[src/rtl/wptr_full_ctrl.sv]
// Write-side pointer, full/almost-full and fill-level control for an async FIFO.
// Optional sticky overflow detection is enabled by defining WPTR_OVF_DETECT_EN.
module wptr_full_ctrl #(
    parameter int ADDR_WIDTH   = 9,
    parameter int AFULL_THRESH = 2**ADDR_WIDTH - 4
) (
    input  logic                  w_clk,
    input  logic                  wrst,
    input  logic                  w_en,
    input  logic [ADDR_WIDTH:0]   rptr_gray_sync,
    input  logic                  ovf_clr,
    output logic [ADDR_WIDTH:0]   wptr,
    output logic [ADDR_WIDTH:0]   wptr_gray,
    output logic                  w_ack,
    output logic                  f_full,
    output logic                  w_afull,
    output logic [ADDR_WIDTH:0]   w_level,
    output logic                  w_ovf
);

    localparam int W   = ADDR_WIDTH + 1;
    localparam int MSB = ADDR_WIDTH;
    localparam logic [W-1:0] AFULL_T = W'(AFULL_THRESH);

    logic [W-1:0] wptr_next;
    logic [W-1:0] gray_next;
    logic [W-1:0] rptr_bin;
    logic [W-1:0] level_next;
    logic         full_next;
    logic         afull_next;

    // Gated by reset so no acknowledge can leak out while the block is held.
    assign w_ack = w_en & ~f_full & wrst;

    assign wptr_next  = wptr + W'(w_ack);
    assign gray_next  = (wptr_next >> 1) ^ wptr_next;
    assign level_next = wptr_next - rptr_bin;
    assign afull_next = (level_next >= AFULL_T);

    // Full when the write pointer is one lap ahead: top two Gray bits inverted.
    assign full_next = (gray_next == {~rptr_gray_sync[MSB:MSB-1], rptr_gray_sync[MSB-2:0]});

    always_comb begin
        rptr_bin      = '0;
        rptr_bin[W-1] = rptr_gray_sync[W-1];
        for (int i = W - 2; i >= 0; i--) begin
            rptr_bin[i] = rptr_bin[i+1] ^ rptr_gray_sync[i];
        end
    end

    always_ff @(posedge w_clk or negedge wrst) begin
        if (!wrst) begin
            wptr      <= '0;
            wptr_gray <= '0;
            w_level   <= '0;
            f_full    <= 1'b0;
            w_afull   <= 1'b0;
        end else begin
            wptr      <= wptr_next;
            wptr_gray <= gray_next;
            w_level   <= level_next;
            f_full    <= full_next;
            w_afull   <= afull_next;
        end
    end

`ifdef WPTR_OVF_DETECT_EN
    // Set has priority over clear so an overflow in the clearing cycle is kept.
    always_ff @(posedge w_clk or negedge wrst) begin
        if (!wrst) begin
            w_ovf <= 1'b0;
        end else if (w_en && f_full) begin
            w_ovf <= 1'b1;
        end else if (ovf_clr) begin
            w_ovf <= 1'b0;
        end
    end
`else
    logic unused_ovf_clr;
    assign unused_ovf_clr = ovf_clr;
    assign w_ovf          = 1'b0;
`endif

endmodule

[config.mk]
export PLATFORM = sky130hd
export DESIGN_NAME = wptr_full_ctrl
export DESIGN_NICKNAME = d
export VERILOG_FILES = /design/src/rtl/wptr_full_ctrl.sv
export SDC_FILE = /design/constraint.sdc
export NUM_CORES = 1
export LEC_CHECK = 0
export CAP_MARGIN = 20
export CORE_ASPECT_RATIO = 0.9
export CORE_MARGIN = 8
export CORE_UTILIZATION = 53
export CTS_CLUSTER_SIZE = 20
export DETAILED_ROUTE_END_ITERATION = 10
export PLACE_DENSITY = 0.86
export SLEW_MARGIN = 40
export SYNTH_ARGS = -nofsm -noshare
export SYNTH_HDL_FRONTEND = slang
export SYNTH_SLANG_ARGS = --single-unit
[constraint.sdc]
create_clock -name w_clk -period 7.8 [get_ports w_clk]
set_input_delay 1.56 -clock w_clk [delete_from_list [all_inputs] [get_ports w_clk]]
set_output_delay 1.56 -clock w_clk [all_outputs]
set_load 0.03 [all_outputs]
* After elaboration in Yosys (flattened, before gate mapping)
Cells that the tools add are included.
** Word-level totals
- Flip-flop bits (word level) :: 32
- Input bits :: 14
- Output and inout bits :: 34
** Cells by class
- Add/subtract/negate cells :: 2
- Magnitude comparators :: 1
- Equality and inequality tests :: 1
- Bitwise gates (word level) :: 14
** Operator list (number)
- $add A10 B1 Y10 :: 1
- $eq A10 B10 Y1 :: 1
- $ge A10 B9 Y1 const B :: 1
- $sub A10 B10 Y10 :: 1
- $xor A9 B10 Y10 :: 1
- $xor A1 B1 Y1 :: 9
- $and A1 B1 Y1 :: 2
- $not A2 Y2 :: 1
- $not A1 Y1 :: 1

* Logic depth before layout (Yosys ltp)
Gate-level depths: netlist of the first run.
- Word-level depth :: 11
- Depth in mapped cells :: 14
- Depth with buffers taken out :: 14

* Worst setup path after synthesis of the first run
OpenSTA, ideal clock, no wires.
- Path type :: input-to-reg
- Start :: in wrst
- End :: reg w_afull
- Library setup time :: 0.110 ns
- Arrival :: 4.706 ns
- Required time :: 7.690 ns
- Slack :: 2.984 ns
- Stages on the path :: 12
- Buffers on the path :: 0
- Cells stage by stage :: nand2_1 -> nor2_1 -> ha_1 -> ha_1 -> xor2_1 -> ha_1 -> nor2b_1 -> o31a_1 -> o21a_1 -> o41a_1 -> xnor2_1 -> o41ai_1
** On the way
- Cells in the longest elaborated chain, start to end :: 4
** RTL lines
- from (decl) :: line 8 : input logic wrst,
- $and A1 B1 Y1 :: line 33 : assign w_ack = w_en & ~f_full & wrst;
- via w_ack :: line 14 : output logic w_ack,
- $add A10 B1 Y10 :: line 35 : assign wptr_next = wptr + W'(w_ack);
- via wptr_next[2] :: line 25 : logic [W-1:0] wptr_next;
- $sub A10 B10 Y10 :: line 37 : assign level_next = wptr_next - rptr_bin;
- $ge A10 B9 Y1 :: line 38 : assign afull_next = (level_next >= AFULL_T);
- via afull_next :: line 30 : logic afull_next;
- to (signal assigned) :: line 63 : w_afull <= afull_next;
- to (decl) :: line 16 : output logic w_afull,
The timed path passes the listed nets, and every way through them passes these cells.

* Worst setup path in the final report of the first run
- Start :: in wrst
- End :: reg w_afull
** On the way
- Cells in the longest elaborated chain, start to end :: 4
** RTL lines (line)
- $and A1 B1 Y1 :: 33
- $add A10 B1 Y10 :: 35
- via wptr_next[2] :: 25
- $sub A10 B10 Y10 :: 37
- $ge A10 B9 Y1 :: 38
- via afull_next :: 30
The timed path passes the listed nets, and every way through them passes these cells.

==> results of run 1 <==
[cell families (layout without fill, tap and decap cells)]
group / after synthesis / after routing / share of synthesized area, %
compound gates: 20 / 20 / 7.47
other cells: 1 / 1 / 0.200
fa+ha+maj: 12 / 12 / 8.41
flops: 31 / 31 / 41.4
buf+inv: 18 / 68 / 4.00
simple gates: 40 / 40 / 11.5
xor+xnor: 46 / 46 / 26.0
mux: 2 / 2 / 1.07
[final cells by class]
class,count,area [sq um]
Tap cell,44,55.1
Clock inverter,1,5.00
Sequential cell,31,776
Fill cell,263,921
Timing Repair Buffer,46,458
Clock buffer,6,82.6
Inverter,15,56.3
Multi-Input combinational cell,121,1020
[power by group through the flow]
stage	registers [mW]	logic [mW]	clock network (mW)
after floorplan	0.357	0.301	0
after global placement	0.252	0.581	0
after detailed placement	0.254	0.592	0
after CTS	0.253	0.598	0.126
after global routing	0.259	0.645	0.133
final	0.253	0.590	0.123
[cell usage after synthesis (3+ instances only)]
| master | n |
|---|---|
| a21oi_1 | 3 |
| dfrtp_1 | 31 |
| ha_1 | 11 |
| inv_1 | 14 |
| nand2_1 | 6 |
| nand3_1 | 5 |
| nor2_1 | 8 |
| nor3_1 | 3 |
| o21a_1 | 4 |
| xnor2_1 | 22 |
| xor2_1 | 17 |
| xor2_2 | 3 |
[worst max-delay path by stage]
| stage | startpoint | slack, ns | endpoint | depth (start not counted) |
|---|---|---|---|---|
| after detailed placement | wrst | 1.97 | w_afull$_DFF_PN0_ | 14 |
| after global placement | wrst | 2.05 | w_afull$_DFF_PN0_ | 14 |
| final | wrst | 2.26 | w_afull$_DFF_PN0_ | 14 |
| after floorplan | wrst | 2.98 | w_afull$_DFF_PN0_ | 12 |
| after global routing | wrst | 1.94 | w_afull$_DFF_PN0_ | 14 |
| after CTS | wrst | 2.22 | w_afull$_DFF_PN0_ | 14 |
[routing by layer]
metal / up-vias / GRT usage (%) / part of all wire, %
met4: 0 / 4.93 / 1.3
li1: 664 / - / -
met2: 47 / 22.7 / 45
met1: 636 / 15.9 / 44
met3: 5 / 7.16 / 9.6
met5: - / 0 / 0
[worst max-delay path, delay by kind of cell]
kind / cells / cell delay [ns]
fa+ha+maj: 3 / 0.93
compound gates: 4 / 1.18
xor+xnor: 2 / 0.73
buf+inv: 2 / 0.82
simple gates: 3 / 0.48
[state kept, by name (all words and copies together) (netlist names)]
register,count
wptr,10
wptr_gray,9
w_afull,1
w_level,10
f_full,1
[stage by stage]
| stage | utilization, % | power (mW) | hold WS (ns) | cell area, sq um | worst slack, ns |
|---|---|---|---|---|---|
| 4_1_cts | 72.7 | 0.977 | 0.675 | 2460 | 2.22 |
| 2_1_floorplan | - | 0.659 | 0.798 | 1880 | 2.98 |
| 5_1_grt | 72.7 | 1.04 | 0.690 | 2460 | 1.94 |
| 3_3_place_gp | 70.1 | 0.832 | 0.619 | 2370 | 2.05 |
| 3_5_place_dp | 70.1 | 0.845 | 0.656 | 2370 | 1.97 |
| 6_report | 72.7 | 0.965 | 0.671 | 2460 | 2.26 |
==> qor.txt, run 1 <==
Slew HR - 54.9%
first-pass GRT wire length - 6320 um
layout cells sized above 1 - 6.82%
crit share post-route - 71.0%
GRT Resource Usage Total - 14.2%
# clock sinks - 31
IO buf count - 45
Die ar. - 5700 sq um
minimum clock period - 5.54 ns
final net count - 246
post-synthesis register bit count - 31
Sw Share - 43.7%
Int Power - 543 uW
EDFF count, synth - 0
startpoint types - input port
FP Rows - 20
max incr delay on CP - 0.58 ns
Vias/cell - 5.12
non-filler instance count after layout - 264
Leakage - 1.11 nW
Pre-Repair DR Iteration Count - 4
sequential power share - 26.2%
cts bufs inserted - 5
Routed wire per std cell - 14.5 um
largest fanout on the critical path - 32
Placed Cells - 257
status - complete, no violations
Crit path arrival time - 5.69 ns
Critical R2R Capture - w_afull$_DFF_PN0_
reported max-cap violation count - 0
num ports - 48
RSZ-0062 raised after global routing - false
synthesized net count - 196
CTS tree - yes
setup bufs post-CTS - 0
Die W - 78.7 um
Iteration-0 DRC Markers - 61
Clk network pwr share - 12.7%
Mapped Area - 1880 sq um
Final Hold Vio Count - 0
hold path start - wptr[0]$_DFF_PN0_
Peak supply drop - 0.276 mV
reg2reg start - f_full$_DFF_PN0_
Crit path top cell by count - ha_1
async set or reset register ratio after synthesis - 100%
Detailed Place HPWL - 3100 um
DRC viols - 0
Core Area - 3380 sq um
Power Density - 393 nW/um^2
syn_area_per_cell - 11.0 sq um
R2R depth - 11
CP endpoint kind - flop
final setup TNS - 0 ns
required time worst endpoint - 7.96 ns
ant diodes - 0
clk buf depth - 2
antenna violations before repair - 0
post-synthesis cell type count - 44
most frequent cells in the layout - clkdlybuf4s50_1, dfrtp_1, xnor2_1, xor2_1, inv_1
Total Wirelength - 3820 um
main area contributors after synthesis - dfrtp_1, xnor2_1, xor2_1
Via Count - 1352
worst hold-check path type - flop to flop
H-tree Lvls - 2
Peak Freq - 181 MHz
vias in the first global route - 1418
routability cong. - 0.815
register area share after synthesis - 41.4%
critical path type - input port to flop
area share of the largest cell type after synthesis - 41.4%
Worst Hold Depth - 1
Synthesis Warnings - 0
Slew @ Worst Pin - 0.675 ns
r2r setup slk - 4.09 ns
leading area contributor after synthesis - dfrtp_1
clock skew - 0.00431 ns
Syn Inst Count - 170
largest net degree at the start of global routing - 33
gr ovfl total - 0
ANT nets after route - 0
max-slew violation count - 0
later-pin clock latency in the skew report - 0.28 ns
critical path's slowest cell - xor2_1
critical path, cell by cell - clkdlybuf4s50_1 -> buf_4 -> nand2_1 -> nor2_1 -> ha_1 -> ha_1 -> xor2_1 -> ha_1 -> nor2b_1 -> o31a_1 -> o21a_1 -> o41a_1 -> xnor2_1 -> o41ai_1
final setup fails - 0
Initial Util - 55.5%
Hold Buf Count CTS - 0
end of the worst hold path - wptr[0]$_DFF_PN0_
switching pwr - 422 uW
most common cell after layout, fill and taps aside - clkdlybuf4s50_1
post_cts resized - 0
Worst-path clk slew - 0.06 ns
Chip Height - 72.4 um
power share of the combinational group - 61.1%
Area Overhead vs Synth - 31.0%
root buf cell - clkbuf_8
Top FF cell, synth - dfrtp_1
No activity file was read; power rests on OpenSTA's default activity.
==> inputs of run 2 (changes only) <==
- CORE_UTILIZATION: 53 -> 49
- PLACE_DENSITY: 0.86 -> 0.8
- clock period: 7.8 -> 5.3 ns (I/O delays scaled with it)
==> qor.txt, run 2 (synthesis results as in run 1) <==
status - complete, no violations
non-filler instance count after layout - 269
Via Count - 1332
Placed Cells - 261
Pre-Repair DR Iteration Count - 4
Final Cell Area - 2490 sq um
R2R depth - 13
IO buf count - 45
CP endpoint kind - flop
critical path type - input port to flop
final setup fails - 0
reported max-cap violation count - 0
first-pass GRT wire length - 6310 um
FF+latch area - 776 sq um
Worst Hold Depth - 2
crit share post-route - 90.3%
Final Util - 67.1%
clk buf depth - 2
final setup TNS - 0 ns
largest net degree at the start of global routing - 32
H-tree Lvls - 2
startpoint types - input port
FP Rows - 21
dpl ws - 0.191 ns
setup bufs post-CTS - 0
Routed wire per std cell - 14.2 um
Iteration-0 DRC Markers - 64
final setup margin - 0.515 ns
hold slack - 0.678 ns
most frequent cells in the layout - clkdlybuf4s50_1, dfrtp_1, xnor2_1, xor2_1, inv_1
DRC viols - 0
Crit path arrival time - 4.96 ns
Initial Util - 50.6%
Area Overhead vs Synth - 32.6%
cts bufs inserted - 5
final net count - 248
Peak Freq - 209 MHz
Vias/cell - 4.95
clock skew - 0.00226 ns
minimum clock period - 4.78 ns
CTS tree - yes
largest fanout on the critical path - 5
Final Hold Vio Count - 0
# clock sinks - 31
RSZ-0062 raised after global routing - false
most common cell after layout, fill and taps aside - clkdlybuf4s50_1
Peak supply drop - 0.426 mV
routability cong. - 0.806
required time worst endpoint - 5.48 ns
Die W - 81.2 um
later-pin clock latency in the skew report - 0.28 ns
root buf cell - clkbuf_8
Die ar. - 6070 sq um
total power - 1.45 mW
vias in the first global route - 1352
GRT Resource Usage Total - 13.7%
Power Density - 582 nW/um^2
gr ovfl total - 0
antenna violations before repair - 0
Fillers - 306
Hold Buf Count CTS - 0
layout cells sized above 1 - 7.62%
max-slew violation count - 0
DP Area - 2390 sq um
biggest regs - w_level: 10 flops, wptr: 10 flops, wptr_gray: 9 flops
Leakage - 1.12 nW
num ports - 48
Core Area - 3700 sq um
ant diodes - 0
worst hold-check path type - flop to flop
Chip Height - 74.7 um
Total Wirelength - 3810 um
Slew HR - 63.0%
Multi-input gate area - 1020 sq um
Worst-path clk slew - 0.06 ns
Detailed Place HPWL - 2990 um
post_cts resized - 0
Slew @ Worst Pin - 0.551 ns
ANT nets after route - 0
-- run 2: layout make-up --
class	instances	share of cell area [%]
Tap cell	46	2.31
Timing Repair Buffer	48	19.0
Multi-Input combinational cell	121	41.2
Sequential cell	31	31.2
Clock buffer	8	4.02
Inverter	15	2.26
-- run 2: report_power, final --
| group | switching (mW) | internal, mW | total, mW |
|---|---|---|---|
| clock | 0.0892 | 0.118 | 0.208 |
| combinational | 0.491 | 0.381 | 0.871 |
| sequential | 0.0450 | 0.324 | 0.369 |
-- run 2: worst paths after layout --
path                                    from                      to  slack [ns]
max                        rptr_gray_sync[8]       w_afull$_DFF_PN0_        0.52
min                        wptr[9]$_DFF_PN0_       wptr[9]$_DFF_PN0_        0.68
max reg2reg                 f_full$_DFF_PN0_       w_afull$_DFF_PN0_        1.87
min reg2reg                wptr[9]$_DFF_PN0_       wptr[9]$_DFF_PN0_        0.68
max in group asynchronous               wrst       wptr[0]$_DFF_PN0_        3.77
min in group asynchronous               wrst  wptr_gray[7]$_DFF_PN0_        1.25
-- run 2: worst max-delay path, cell delays in order --
cell and delay, ns:
clkdlybuf4s50_1 0.57, xnor3_2 0.41, xor2_2 0.23, xor2_2 0.23, xor2_2 0.29, xor2_4 0.26
xnor2_1 0.15, ha_1 0.20, fa_1 0.23, nor2b_1 0.07, o31a_1 0.26, o21a_1 0.20
o41a_1 0.32, xnor2_1 0.14, o41ai_1 0.34
-- run 2: metal layers --
metal	part of all wire [%]	track usage, %	vias up
met5	0	0	-
met4	1.7	5.94	0
met3	7.8	5.25	7
met2	44	20.3	38
met1	47	17.5	620
li1	-	-	667
